--- src/rtl/tron_pkg.sv ---
// tron_pkg: shared types and constants for the light-cycle game datapath.
//   dir_t      - heading encoding (UP=0, DOWN=1, LEFT=2, RIGHT=3)
//   outcome_t  - end-of-game result reported to the display/score logic
//   state_t    - game sequencer states
//   GRID_ROWS  - number of rows (x coordinate range 0..GRID_ROWS-1)
//   GRID_COLS  - number of columns (y coordinate range 0..GRID_COLS-1)
//   is_reverse - true when two headings point in opposite directions
package tron_pkg;

  typedef enum logic [1:0] {
    UP    = 2'd0,
    DOWN  = 2'd1,
    LEFT  = 2'd2,
    RIGHT = 2'd3
  } dir_t;

  typedef enum logic [1:0] {
    NONE   = 2'd0,
    P1_WIN = 2'd1,
    P2_WIN = 2'd2,
    DRAW   = 2'd3
  } outcome_t;

  typedef enum logic [1:0] {
    IDLE = 2'd0,
    RUN  = 2'd1,
    OVER = 2'd2
  } state_t;

  localparam int GRID_ROWS = 150;
  localparam int GRID_COLS = 200;

  function automatic logic is_reverse(input dir_t a, input dir_t b);
    logic rev;
    rev = 1'b0;
    case (a)
      UP:      rev = (b == DOWN);
      DOWN:    rev = (b == UP);
      LEFT:    rev = (b == RIGHT);
      RIGHT:   rev = (b == LEFT);
      default: rev = 1'b0;
    endcase
    return rev;
  endfunction

endpackage

--- src/rtl/player_next_pos.sv ---
// player_next_pos: purely combinational next-head calculator for one player.
// Ports:
//   x, y  in  10  current head (row, column)
//   dir   in  2   heading to apply (dir_t encoding)
//   nx,ny out 10  candidate head, truncated to 10 bits
//   wall  out 1   candidate leaves the grid on any side
module player_next_pos
  import tron_pkg::*;
(
  input  logic [9:0] x,
  input  logic [9:0] y,
  input  logic [1:0] dir,
  output logic [9:0] nx,
  output logic [9:0] ny,
  output logic       wall
);

  logic [10:0] nx_w;
  logic [10:0] ny_w;

  // One extra bit so that stepping off row/column 0 wraps to 2047, which is
  // caught by the same unsigned upper-bound test as running off the far edge.
  always_comb begin
    nx_w = {1'b0, x};
    ny_w = {1'b0, y};
    case (dir_t'(dir))
      UP:      nx_w = {1'b0, x} - 11'd1;
      DOWN:    nx_w = {1'b0, x} + 11'd1;
      LEFT:    ny_w = {1'b0, y} - 11'd1;
      RIGHT:   ny_w = {1'b0, y} + 11'd1;
      default: ;
    endcase
  end

  assign nx   = nx_w[9:0];
  assign ny   = ny_w[9:0];
  assign wall = (nx_w >= 11'(GRID_ROWS)) || (ny_w >= 11'(GRID_COLS));

endmodule

--- src/rtl/player_move.sv ---
// player_move: holds both players' heads and headings, paces the game from
// the frame tick, presents candidate heads to the trace-update stage and
// either commits the move or ends the game with an outcome.
// Ports:
//   clock, reset                 clock, asynchronous active-high reset
//   start                        begin a game from IDLE or OVER
//   tick                         one-cycle frame strobe
//   p1_dir_req/p1_req_valid      player 1 heading request
//   p2_dir_req/p2_req_valid      player 2 heading request
//   trace_ok                     trace stage accepts the presented candidates
//   new_x1..new_y2               candidate heads (head + pending heading)
//   step                         candidates are being evaluated this cycle
//   commit                       move accepted this cycle
//   x1..y2                       registered heads
//   running                      game in progress
//   outcome                      outcome_t of the last finished game
module player_move
  import tron_pkg::*;
#(
  parameter int MOVE_DIV = 4,
  parameter int P1_X0    = 75,
  parameter int P1_Y0    = 20,
  parameter int P2_X0    = 75,
  parameter int P2_Y0    = 179
) (
  input  logic       clock,
  input  logic       reset,
  input  logic       start,
  input  logic       tick,
  input  logic [1:0] p1_dir_req,
  input  logic       p1_req_valid,
  input  logic [1:0] p2_dir_req,
  input  logic       p2_req_valid,
  input  logic       trace_ok,
  output logic [9:0] new_x1,
  output logic [9:0] new_y1,
  output logic [9:0] new_x2,
  output logic [9:0] new_y2,
  output logic       step,
  output logic       commit,
  output logic [9:0] x1,
  output logic [9:0] y1,
  output logic [9:0] x2,
  output logic [9:0] y2,
  output logic       running,
  output logic [1:0] outcome
);

  localparam int CNT_W = (MOVE_DIV > 1) ? $clog2(MOVE_DIV) : 1;

  state_t           state;
  state_t           state_nxt;
  dir_t             dir1;
  dir_t             dir2;
  dir_t             pend1;
  dir_t             pend2;
  logic [CNT_W-1:0] count;
  outcome_t         outcome_q;
  outcome_t         step_outcome;
  logic             start_game;
  logic             last_tick;
  logic             wall1;
  logic             wall2;
  logic             head_on;
  logic             move_ok;
  dir_t             base1;
  dir_t             base2;
  dir_t             req1;
  dir_t             req2;
  logic             accept1;
  logic             accept2;

  player_next_pos u_next1 (
    .x    (x1),
    .y    (y1),
    .dir  (pend1),
    .nx   (new_x1),
    .ny   (new_y1),
    .wall (wall1)
  );

  player_next_pos u_next2 (
    .x    (x2),
    .y    (y2),
    .dir  (pend2),
    .nx   (new_x2),
    .ny   (new_y2),
    .wall (wall2)
  );

  assign last_tick = (count == CNT_W'(MOVE_DIV - 1));

  // Head-on covers both landing on the same cell and swapping cells.
  assign head_on = ((new_x1 == new_x2) && (new_y1 == new_y2)) ||
                   ((new_x1 == x2) && (new_y1 == y2) &&
                    (new_x2 == x1) && (new_y2 == y1));

  assign move_ok = !wall1 && !wall2 && !head_on && trace_ok;

  always_comb begin
    step_outcome = DRAW;
    if (wall1 && !wall2) begin
      step_outcome = P2_WIN;
    end else if (wall2 && !wall1) begin
      step_outcome = P1_WIN;
    end
  end

  // A request is judged against the heading that will be in force after this
  // edge, so a request landing in a step cycle cannot reverse the new heading.
  assign base1   = step ? pend1 : dir1;
  assign base2   = step ? pend2 : dir2;
  assign req1    = dir_t'(p1_dir_req);
  assign req2    = dir_t'(p2_dir_req);
  assign accept1 = p1_req_valid && (req1 != base1) && !is_reverse(req1, base1);
  assign accept2 = p2_req_valid && (req2 != base2) && !is_reverse(req2, base2);

  // Game sequencer state register.
  always_ff @(posedge clock or posedge reset) begin
    if (reset) begin
      state <= IDLE;
    end else begin
      state <= state_nxt;
    end
  end

  // Next-state and strobe decode.
  always_comb begin
    state_nxt  = state;
    step       = 1'b0;
    commit     = 1'b0;
    start_game = 1'b0;
    case (state)
      IDLE: begin
        if (start) begin
          start_game = 1'b1;
          state_nxt  = RUN;
        end
      end
      RUN: begin
        if (tick && last_tick) begin
          step = 1'b1;
          if (move_ok) begin
            commit = 1'b1;
          end else begin
            state_nxt = OVER;
          end
        end
      end
      OVER: begin
        if (start) begin
          start_game = 1'b1;
          state_nxt  = RUN;
        end
      end
      default: state_nxt = IDLE;
    endcase
  end

  // Heads, headings, tick pacing and outcome.
  always_ff @(posedge clock or posedge reset) begin
    if (reset) begin
      x1        <= 10'(P1_X0);
      y1        <= 10'(P1_Y0);
      x2        <= 10'(P2_X0);
      y2        <= 10'(P2_Y0);
      dir1      <= RIGHT;
      dir2      <= LEFT;
      pend1     <= RIGHT;
      pend2     <= LEFT;
      count     <= '0;
      outcome_q <= NONE;
    end else if (start_game) begin
      x1        <= 10'(P1_X0);
      y1        <= 10'(P1_Y0);
      x2        <= 10'(P2_X0);
      y2        <= 10'(P2_Y0);
      dir1      <= RIGHT;
      dir2      <= LEFT;
      pend1     <= RIGHT;
      pend2     <= LEFT;
      count     <= '0;
      outcome_q <= NONE;
    end else if (state == RUN) begin
      if (tick) begin
        count <= step ? '0 : count + CNT_W'(1);
      end
      if (step) begin
        dir1 <= pend1;
        dir2 <= pend2;
      end
      if (commit) begin
        x1 <= new_x1;
        y1 <= new_y1;
        x2 <= new_x2;
        y2 <= new_y2;
      end
      if (step && !commit) begin
        outcome_q <= step_outcome;
      end
      if (accept1) begin
        pend1 <= req1;
      end
      if (accept2) begin
        pend2 <= req2;
      end
    end
  end

  assign running = (state == RUN);
  assign outcome = outcome_q;

endmodule

--- config.mk ---
export PLATFORM = sky130hd
export DESIGN_NAME = player_move
export DESIGN_NICKNAME = d
export VERILOG_FILES = /design/src/rtl/tron_pkg.sv /design/src/rtl/player_next_pos.sv /design/src/rtl/player_move.sv
export SDC_FILE = /design/constraint.sdc
export NUM_CORES = 1
export LEC_CHECK = 0
export ABC_AREA = 1
export CORE_AREA = 2 2 115 117
export CTS_CLUSTER_SIZE = 40
export DETAILED_ROUTE_END_ITERATION = 7
export DIE_AREA = 0 0 117 119
export GPL_ROUTABILITY_DRIVEN = 0
export PLACE_DENSITY = 0.73
export SYNTH_ARGS = -nofsm -noshare
export SYNTH_HDL_FRONTEND = slang
export SYNTH_SLANG_ARGS = --single-unit
--- constraint.sdc ---
create_clock -name clock -period 6.5 [get_ports clock]
set_clock_uncertainty 0.1 [all_clocks]
set_input_delay 0.65 -clock clock [delete_from_list [all_inputs] [get_ports clock]]
set_output_delay 0.65 -clock clock [all_outputs]
set_load 0.01 [all_outputs]
==> results.md, run 1 <==
- Antenna Nets Post-Route: 0
- Leading area contributor after synthesis: nand2_1
- Synth top area share: a little over a quarter
- Post-CTS setup buffer count: 0
- CP max stage cell: dfstp_2
- Die ar.: roughly 0.014 mm2
- Synth Register Bits: 52
- Ys async rst share: 100.0%
- CP dominant cell by count: nand2_1
- HP Class: flop to flop
- Syn_area_per_cell: 5.763 um2
- Worst path required time: between 5000 and 6000 ps
- Routed len/inst: ~15 um
- Max Slew Vio Count: 0
- Yosys warnings: 0
- Worst slew margin: between 40% and 50%
- RSZ-0062 raised after global routing: false
- Number of port buffers: 95
- Synth area leaders: nand2_1, nand3_1, dfrtp_1, inv_1, dfstp_2
- DRT Pass-1 Iters: 5
- Total CTS buffers: 5
- Synthesis-to-layout area growth: 19.89%
- Hold Slack: about 400 ps
- CTS clk-pin slew, worst paths: around 70 ps
- Seq/Total Area, Yosys: 21.47%
- Final WL: between 15000 and 20000 um
- Fmax: between 150 and 200 MHz
- Crit-path max FO: 30
- First-pass GRT wire length: around 31000 um
- Power density cells: just over 600 mW/mm2
- First-iteration detailed-routing DRC count: about 520
- Vias per cell: about 5.3
- CP max stage delay: about 900 ps
- Critical-path cell list: inv_2 > nand2_1 > ha_1 > nand2_1 > inv_1 > a21oi_1 > nand2_1 > nand2_1 > nand3_1 > nand3_2 > nand2_1 > a21oi_1 > nand4_1 > nor2_2 > nand4_4 > inv_4 > clkdlybuf4s50_1
- Overflow after GRT: 0
- Final min period: roughly 5500 ps
- CP arrival: ~4800 ps
- Pleak: about 4.2 nW
- Cells after Synth: 1072
- Clk sink count: 52
- Detailed-placement wirelength estimate: approximately 15000 um
- WS Path Type: flop to output pin
- Antenna violations before repair: 0
- Tightest Pin Transition: ~780 ps
- Clk_lat worst skew: around 300 ps
- Cts hold-fix bufs: 0
- GRT Resource Usage Total: around 28%
- Die Span X: approximately 120 um
- Final number of setup-violating endpoints: 0
- Library cells used by synthesis: 43
- Via count: approximately 7k
- Number of enable flip-flop cells after synthesis: 0
- Fin. Hold Viols: 0
- Setup crit end kind: output pin
- Most numerous cell in the Yosys netlist: nand2_1
- Share of cells above drive strength 1: under 10%
- Initial Utilization: roughly 48%
- Clock buffer depth: 2
- Status: complete, no violations
- Root buffer cell: clkbuf_16
- # nets final: roughly 1.2k
- # rows: 42
- Maximum vdd drop: roughly 320 uV
- H-tree Lvls: 2
- CTS tree: done
- Max cap viols: 0
- Number of global-route vias before repair: roughly 6.3k
- Post-synth net total: 1125
- Cell Area, Synth: between 0.006 and 0.007 mm2
- Number of diodes: 0
- Total negative slack: 0 ps
- Post-synth top cells: nand2_1, nand3_1, inv_1
- Main flop type after synthesis: dfrtp_1
- CTS resizes: 0
- DRC viols: 0
- Core area: 0.01287 mm2
- Die extent in y: between 100 and 150 um
- Largest net degree at the start of global routing: 59
- Crit share post-route: 84.95%
- Number of I/O pins: between 90 and 100
- CP Launch Type: flop
stage by stage:
stage / utilization (%) / power, W / instance area (um2) / instances / worst slack (ps)
2_1_floorplan: - / 0.003044 / 6178 / 1072 / 2656
3_3_place_gp: 56.26 / 0.004226 / 7243 / 1323 / 1499
3_5_place_dp: 56.26 / 0.004255 / 7243 / 1323 / 1397
4_1_cts: 57.53 / 0.004584 / 7407 / 1331 / 1054
5_1_grt: 57.53 / 0.005111 / 7407 / 1331 / 581.3
6_report: 57.53 / 0.004610 / 7407 / 1331 / 978.1
cells in the final DEF (no fill, tap or decap), types with 4 or more instances in the layout:
cell type / n
nand2_1: 432
nand3_1: 171
inv_1: 148
clkdlybuf4s50_1: 95
nor2_1: 66
ha_1: 38
dfrtp_1: 32
a21oi_1: 26
o21ai_0: 22
dfstp_2: 20
xor2_1: 12
nand2_2: 10
nand4_1: 10
nand3b_1: 9
nor3_1: 9
xnor2_1: 5
clkbuf_16: 5
fa_1: 4
buf_4: 4
report_power, final:
part           internal, W  switching (W)  leakage [nW]
registers         0.000447       0.000163         0.649
clock network     0.000182       0.000127        0.0808
logic              0.00142        0.00227          3.43
total              0.00205        0.00256          4.16
area by class of cell:
type | count | area, um2
Clock buffer | 6 | 128.9
Clock inverter | 2 | 35.03
Fill cell | 1308 | 5468
Inverter | 153 | 576.8
Multi-Input combinational cell | 843 | 4139
Sequential cell | 52 | 1326
Tap cell | 176 | 220.2
Timing Repair Buffer | 99 | 980.9
cell families after synthesis:
family / synth area share (%)
flops: 21.47
buf+inv: 11.58
compound gates: 5.529
simple gates: 50.02
fa+ha+maj: 8.992
xor+xnor: 2.410
flip-flops by register name, summed over array words and instances (netlist names):
register  count
state         2
x1           10
pend2         2
outcome       2
x2           10
dir2          1
dir1          1
count         2
y2           10
y1           10
pend1         2
worst max-delay path: cells and delay by family (launching register included):
family          cells  cell delay (ps)
simple gates       10             1560
buf+inv             4             1280
flops               1              910
fa+ha+maj           1              360
compound gates      2              350
path summary, 6_finish.rpt:
check,start,end,slack (ps),depth (start not counted)
worst max-delay path,pend2[1],commit,980,17
worst min-delay path,outcome[0],outcome[0],400,2
worst max register to register,pend2[1],y1[3],1710,19
worst min register to register,outcome[0],outcome[0],400,2
max in group asynchronous,reset,x2[2],5090,3
min in group asynchronous,reset,count[1],750,3
metal layers:
layer	up-vias	share of wire [%]	track usage (%)
met5	-	0	0
met4	0	2.2	7.132
met3	29	6.4	3.919
met2	227	48	47.22
met1	3222	44	37.82
li1	3560	-	-
Note: power is estimated with default switching activity, not from simulation.
==> inputs of run 2 (changes only) <==
Clock period 6.5 ns to 5.36 ns, I/O delays scaled along.
==> results.md, run 2 (synthesis gave the netlist of run 1 again) <==
- Status: complete, no violations (unchanged)
- Via count: 7108 (was 7038)
- Overflow after GRT: 0 (unchanged)
- CTS tree: done (unchanged)
- # rows: 42 (unchanged)
- Worst path required time: 4720 ps (was 5750 ps)
- Max cap viols: 0 (unchanged)
- WS Path Type: flop to output pin (unchanged)
- CTS clk-pin slew, worst paths: 70 ps (about the same)
- Total negative slack: 0 ps (unchanged)
- Worst hold path depth: 2 (unchanged)
- Number of diodes: 0 (unchanged)
- Filler cells: 1323 (was 1308)
- CP max stage delay: 690 ps (was 910 ps)
- Routed len/inst: 14.80 um (was 14.61 um)
- DRC viols: 0 (unchanged)
- Clk sink count: 52 (unchanged)
- CP Launch Type: flop (unchanged)
- Die ar.: 0.01392 mm2 (unchanged)
- H-tree Lvls: 2 (unchanged)
- Core area: 0.01287 mm2 (unchanged)
- CP arrival: 4430 ps (was 4770 ps)
- CP dominant cell by count: nand2_1 (unchanged)
- Power density cells: 752.0 mW/mm2 (was 622.4 mW/mm2)
- Most frequent cells in the layout: nand2_1, nand3_1, inv_1 (unchanged)
- Hold Slack: 409.1 ps (was 401.1 ps)
- Critical-path cell list: nor2_1 > inv_1 > ha_1 > a21oi_1 > nand2_1 > nand2_1 > nand3_1 > nand2_1 > inv_1 > o21ai_0 > a21oi_1 > nor2_1 > nand3_1 > nor2_2 > nand4_4 > inv_4 > clkdlybuf4s50_1 (was inv_2 > nand2_1 > ha_1 > nand2_1 > inv_1 > a21oi_1 > nand2_1 > nand2_1 > nand3_1 > nand3_2 > nand2_1 > a21oi_1 > nand4_1 > nor2_2 > nand4_4 > inv_4 > clkdlybuf4s50_1)
- Final number of setup-violating endpoints: 0 (unchanged)
- # nets final: 1209 (was 1207)
- Maximum vdd drop: 361.1 uV (was 320.2 uV)
- Die extent in y: 119 um (unchanged)
- CTS resizes: 0 (unchanged)
- Antenna Nets Post-Route: 0 (unchanged)
- Detailed-placement wirelength estimate: 14990 um (about the same)
- Root buffer cell: clkbuf_16 (unchanged)
- CP max stage cell: dfstp_2 (unchanged)
- First-iteration detailed-routing DRC count: 639 (was 521)
- Initial Utilization: 47.99% (unchanged)
- DRT Pass-1 Iters: 6 (was 5)
- Share of cells above drive strength 1: 5.099% (was 4.935%)
- Max Slew Vio Count: 0 (unchanged)
- Pleak: 4.161 nW (was 4.155 nW)
- Clock buffer depth: 2 (unchanged)
- Number of global-route vias before repair: 6659 (was 6326)
- Final min period: 5063 ps
- Fmax: approximately 200 MHz
- Final WL: 19730 um (was 19450 um)
- Most common cell after layout, fill and taps aside: nand2_1 (unchanged)
- GRT Resource Usage Total: 29.39% (was 28.11%)
- RSZ-0062 raised after global routing: false (unchanged)
- Fin. Hold Viols: 0 (unchanged)
- Cts hold-fix bufs: 0 (unchanged)
- Crit share post-route: a little over nine tenths
- Number of I/O pins: 96 (unchanged)
- First-pass GRT wire length: 32550 um (was 31090 um)
- Synthesis-to-layout area growth: 20.01% (was 19.89%)
- R2R depth: 20 (was 19)
- Largest net degree at the start of global routing: 53 (was 59)
- HP Class: flop to flop (unchanged)
- Number of port buffers: 95 (unchanged)
- Worst slew margin: 47.51% (was 47.56%)
- Crit-path max FO: 17 (was 30)
- Antenna violations before repair: 0 (unchanged)
- Vias per cell: 5.332 (was 5.288)
- Die Span X: 117 um (unchanged)
- Setup crit end kind: output pin (unchanged)
- Tightest Pin Transition: 784.6 ps (was 783.6 ps)
- Total CTS buffers: 5 (unchanged)
- Post-CTS setup buffer count: 0 (unchanged)
- Clk_lat worst skew: 310 ps (was 300 ps)
-- run 2: cell count changes in the layout (fill, tap and decap cells not counted) --
cell / delta
clkbuf_8: +2
clkinv_2: -1
bufinv_16: -1
buf_4: +2
-- run 2: per-stage QoR --
step | power (W) | area (um2) | setup slack [ps] | utilization (%) | cells
after floorplan | 0.003691 | 6178 | 1630 | - | 1072
after global placement | 0.005131 | 7258 | 796.2 | 56.38 | 1325
after detailed placement | 0.005147 | 7258 | 729.7 | 56.38 | 1325
after CTS | 0.005538 | 7415 | 391.4 | 57.59 | 1333
after global routing | 0.006171 | 7415 | 103.8 | 57.59 | 1333
final | 0.005576 | 7415 | 297.3 | 57.59 | 1333
-- run 2: layer usage --
metal | part of all wire [%] | GRT usage, % | vias to the layer above | wire, um
met5 | 0 | 0 | - | 0
met4 | 2.8 | 10.07 | 0 | 550
met3 | 6.0 | 3.969 | 47 | 1182
met2 | 47 | 48.74 | 255 | 9270
met1 | 44 | 38.99 | 3239 | 8731
li1 | - | - | 3567 | -
-- run 2: path summary, 6_finish.rpt --
check,start,to,slack (ps)
worst max-delay path,pend1[1],commit,300
worst min-delay path,outcome[1],outcome[1],410
worst max register to register,pend2[1],y1[3],1040
worst min register to register,outcome[1],outcome[1],410
max in group asynchronous,reset,y1[3],4050
min in group asynchronous,reset,count[0],650
-- run 2: where the power goes --
part	switching, W	total [W]	internal (W)
Combinational	0.00277	0.00450	0.00173
Sequential	0.000175	0.000716	0.000541
Clock	0.000159	0.000359	0.000200
-- run 2: worst max-delay path: cells and delay by family (launching register included) --
kind            cells  cell delay, ps
compound gates      3             650
buf+inv             4            1320
flops               1             690
simple gates        9            1130
fa+ha+maj           1             310
-- run 2: final cells by class --
type | count | area [um2] | share of cell area, %
inverters | 153 | 576.8 | 7.779
clock buffers | 8 | 156.4 | 2.109
multi-input cells | 843 | 4139 | 55.82
repair buffers | 101 | 996.0 | 13.43
well taps | 176 | 220.2 | 2.970
flip-flops and latches | 52 | 1326 | 17.89
==> inputs of run 3 (changes only) <==
Settings changed: CTS_BUF_LIST set to sky130_fd_sc_hd__clkbuf_16, GPL_ROUTABILITY_DRIVEN 0 to unset.
==> results.md, run 3 (synthesis gave the netlist of run 1 again) <==
- Status: complete, no violations (unchanged)
- DRT Pass-1 Iters: 6 (unchanged)
- Routed length on met2: 9606 um (was 9270 um)
- Number of global-route vias before repair: 6518 (was 6659)
- Fin. Hold Viols: 0 (unchanged)
- Sequential cell area: 0.001326 mm2 (unchanged)
- Highest Signal Layer: met4 (unchanged)
- Most frequent cells in the layout: nand2_1, nand3_1, inv_1 (unchanged)
- WS Path Type: flop to output pin (unchanged)
- Core area: 0.01287 mm2 (unchanged)
- Setup crit end kind: output pin (unchanged)
- CP arrival: 4390 ps (was 4430 ps)
- Overflow after GRT: 0 (unchanged)
- Clk_lat worst skew: 310 ps (about the same)
- Synthesis-to-layout area growth: 20.23% (was 20.01%)
- Design area: 0.007428 mm2 (was 0.007415 mm2)
- GRT Resource Usage Total: 29.78% (was 29.39%)
- Final min period: 5023 ps (was 5063 ps)
- H-tree Lvls: 2 (unchanged)
- Number of diodes: 0 (unchanged)
- Most common cell after layout, fill and taps aside: nand2_1 (unchanged)
- RSZ-0062 raised after global routing: false (unchanged)
- # nets final: 1210 (was 1209)
- Cts hold-fix bufs: 0 (unchanged)
- Largest net degree at the start of global routing: 53 (unchanged)
- Clock buffer depth: 2 (unchanged)
- Vias per cell: 5.325 (was 5.332)
- HP Class: flop to flop (unchanged)
- Power density cells: 756.1 mW/mm2 (was 752.0 mW/mm2)
- Die Span X: 117 um (unchanged)
- Metal-1 WL: 8874 um (was 8731 um)
- Max cap viols: 0 (unchanged)
- Tightest Pin Transition: 743.3 ps (was 784.6 ps)
- DRC viols: 0 (unchanged)
- DP Cell Count: 1326 (was 1325)
- Routed len/inst: 14.97 um (was 14.80 um)
- Post-CTS setup buffer count: 0 (unchanged)
- Max Slew Vio Count: 0 (unchanged)
- Filler cells: 1359 (was 1323)
- Fmax: 199.1 MHz (was 197.5 MHz)
- CTS resizes: 0 (unchanged)
- Total CTS buffers: 5 (unchanged)
- Antenna violations before repair: 0 (unchanged)
- CTS clk-pin slew, worst paths: 70 ps (about the same)
- Root buffer cell: clkbuf_16 (unchanged)
- Detailed-placement wirelength estimate: 15080 um (was 14990 um)
- Multi-input gate area: 0.004139 mm2 (unchanged)
- Initial Utilization: 47.99% (unchanged)
- Worst slew margin: 50.26% (was 47.51%)
- Power Total: 0.005617 W (was 0.005576 W)
- First-pass GRT wire length: 32990 um (was 32550 um)
- Total negative slack: 0 ps (unchanged)
- First-iteration detailed-routing DRC count: 557 (was 639)
- Pleak: 4.167 nW (was 4.161 nW)
- Antenna Nets Post-Route: 0 (unchanged)
- Final WL: 19970 um (was 19730 um)
- Via count: 7104 (was 7108)
- Crit share post-route: 93.72% (was 94.45%)
- Worst path required time: 4720 ps (about the same)
- Met3 wire length: 1124 um (was 1182 um)
- Placed cell areas: 0.007266 mm2 (was 0.007258 mm2)
- Crit-path max FO: 17 (unchanged)
- Number of I/O pins: 96 (unchanged)
- Clk sink count: 52 (unchanged)
- CP Launch Type: flop (unchanged)
- Share of cells above drive strength 1: 5.095% (was 5.099%)
- Die extent in y: 119 um (unchanged)
- Die ar.: 0.01392 mm2 (unchanged)
- Maximum vdd drop: 361.3 uV (was 361.1 uV)
- Post-route insts no fill: 1334 (was 1333)
- Final number of setup-violating endpoints: 0 (unchanged)
- CTS tree: done (unchanged)
- # rows: 42 (unchanged)
- Routability congestion estimate: roughly 0.93
- Number of port buffers: 95 (unchanged)
[run 3: cell count changes in the layout (fill, tap and decap cells not counted)]
cell	previous run	this run
buf_4	6	7
bufinv_16	0	1
clkbuf_1	1	0
clkbuf_8	2	0
clkinv_1	1	3
[run 3: cell type report]
class	instances	area share, %
Timing Repair Buffer	102	13.51
Sequential cell	52	17.85
Tap cell	176	2.964
Multi-Input combinational cell	843	55.72
Inverter	153	7.765
Clock buffer	5	1.684
Clock inverter	3	0.5053
[run 3: critical path, stage by stage, from the launching register on]
cell and delay, ps:
dfstp_2 770, inv_2 60, nand2_1 310, ha_1 360, nand2_1 110, inv_1 60, a21oi_1 210, nand2_1 110
nand2_1 100, nand3_1 90, nand3_2 110, nand2_1 170, a21oi_1 230, nand4_1 160, nor2_2 210, nand4_4 130
inv_4 260, clkdlybuf4s50_1 590
[run 3: path summary, 6_finish.rpt]
check                      startpoint    endpoint  slack, ps  depth (start not counted)
min reg2reg                outcome[1]  outcome[1]        400                          2
max reg2reg                  pend2[1]       y1[3]        960                         21
max in group asynchronous       reset       x2[2]       4050                          3
min                        outcome[1]  outcome[1]        400                          2
min in group asynchronous       reset    state[0]        650                          3
max                          pend2[1]      commit        340                         17
[run 3: layer usage]
metal / vias up / GRT usage (%)
li1: 3584 / -
met2: 232 / 50.00
met1: 3258 / 40.40
met4: 0 / 7.279
met3: 30 / 3.766
met5: - / 0
[run 3: through the flow]
stage / util, % / setup slack (ps) / hold slack, ps
after floorplan: - / 1630 / 372.7
after global placement: 56.43 / 782.4 / 394.7
after detailed placement: 56.43 / 729.2 / 387.3
after CTS: 57.70 / 387.4 / 403.8
after global routing: 57.70 / 1.100 / 433.8
final: 57.70 / 336.6 / 400.6
[run 3: power by group]
part / internal (W) / switching (W) / leakage, nW
registers: 0.000541 / 0.000178 / 0.649
clock network: 0.000218 / 0.000157 / 0.0789
logic: 0.00174 / 0.00278 / 3.44
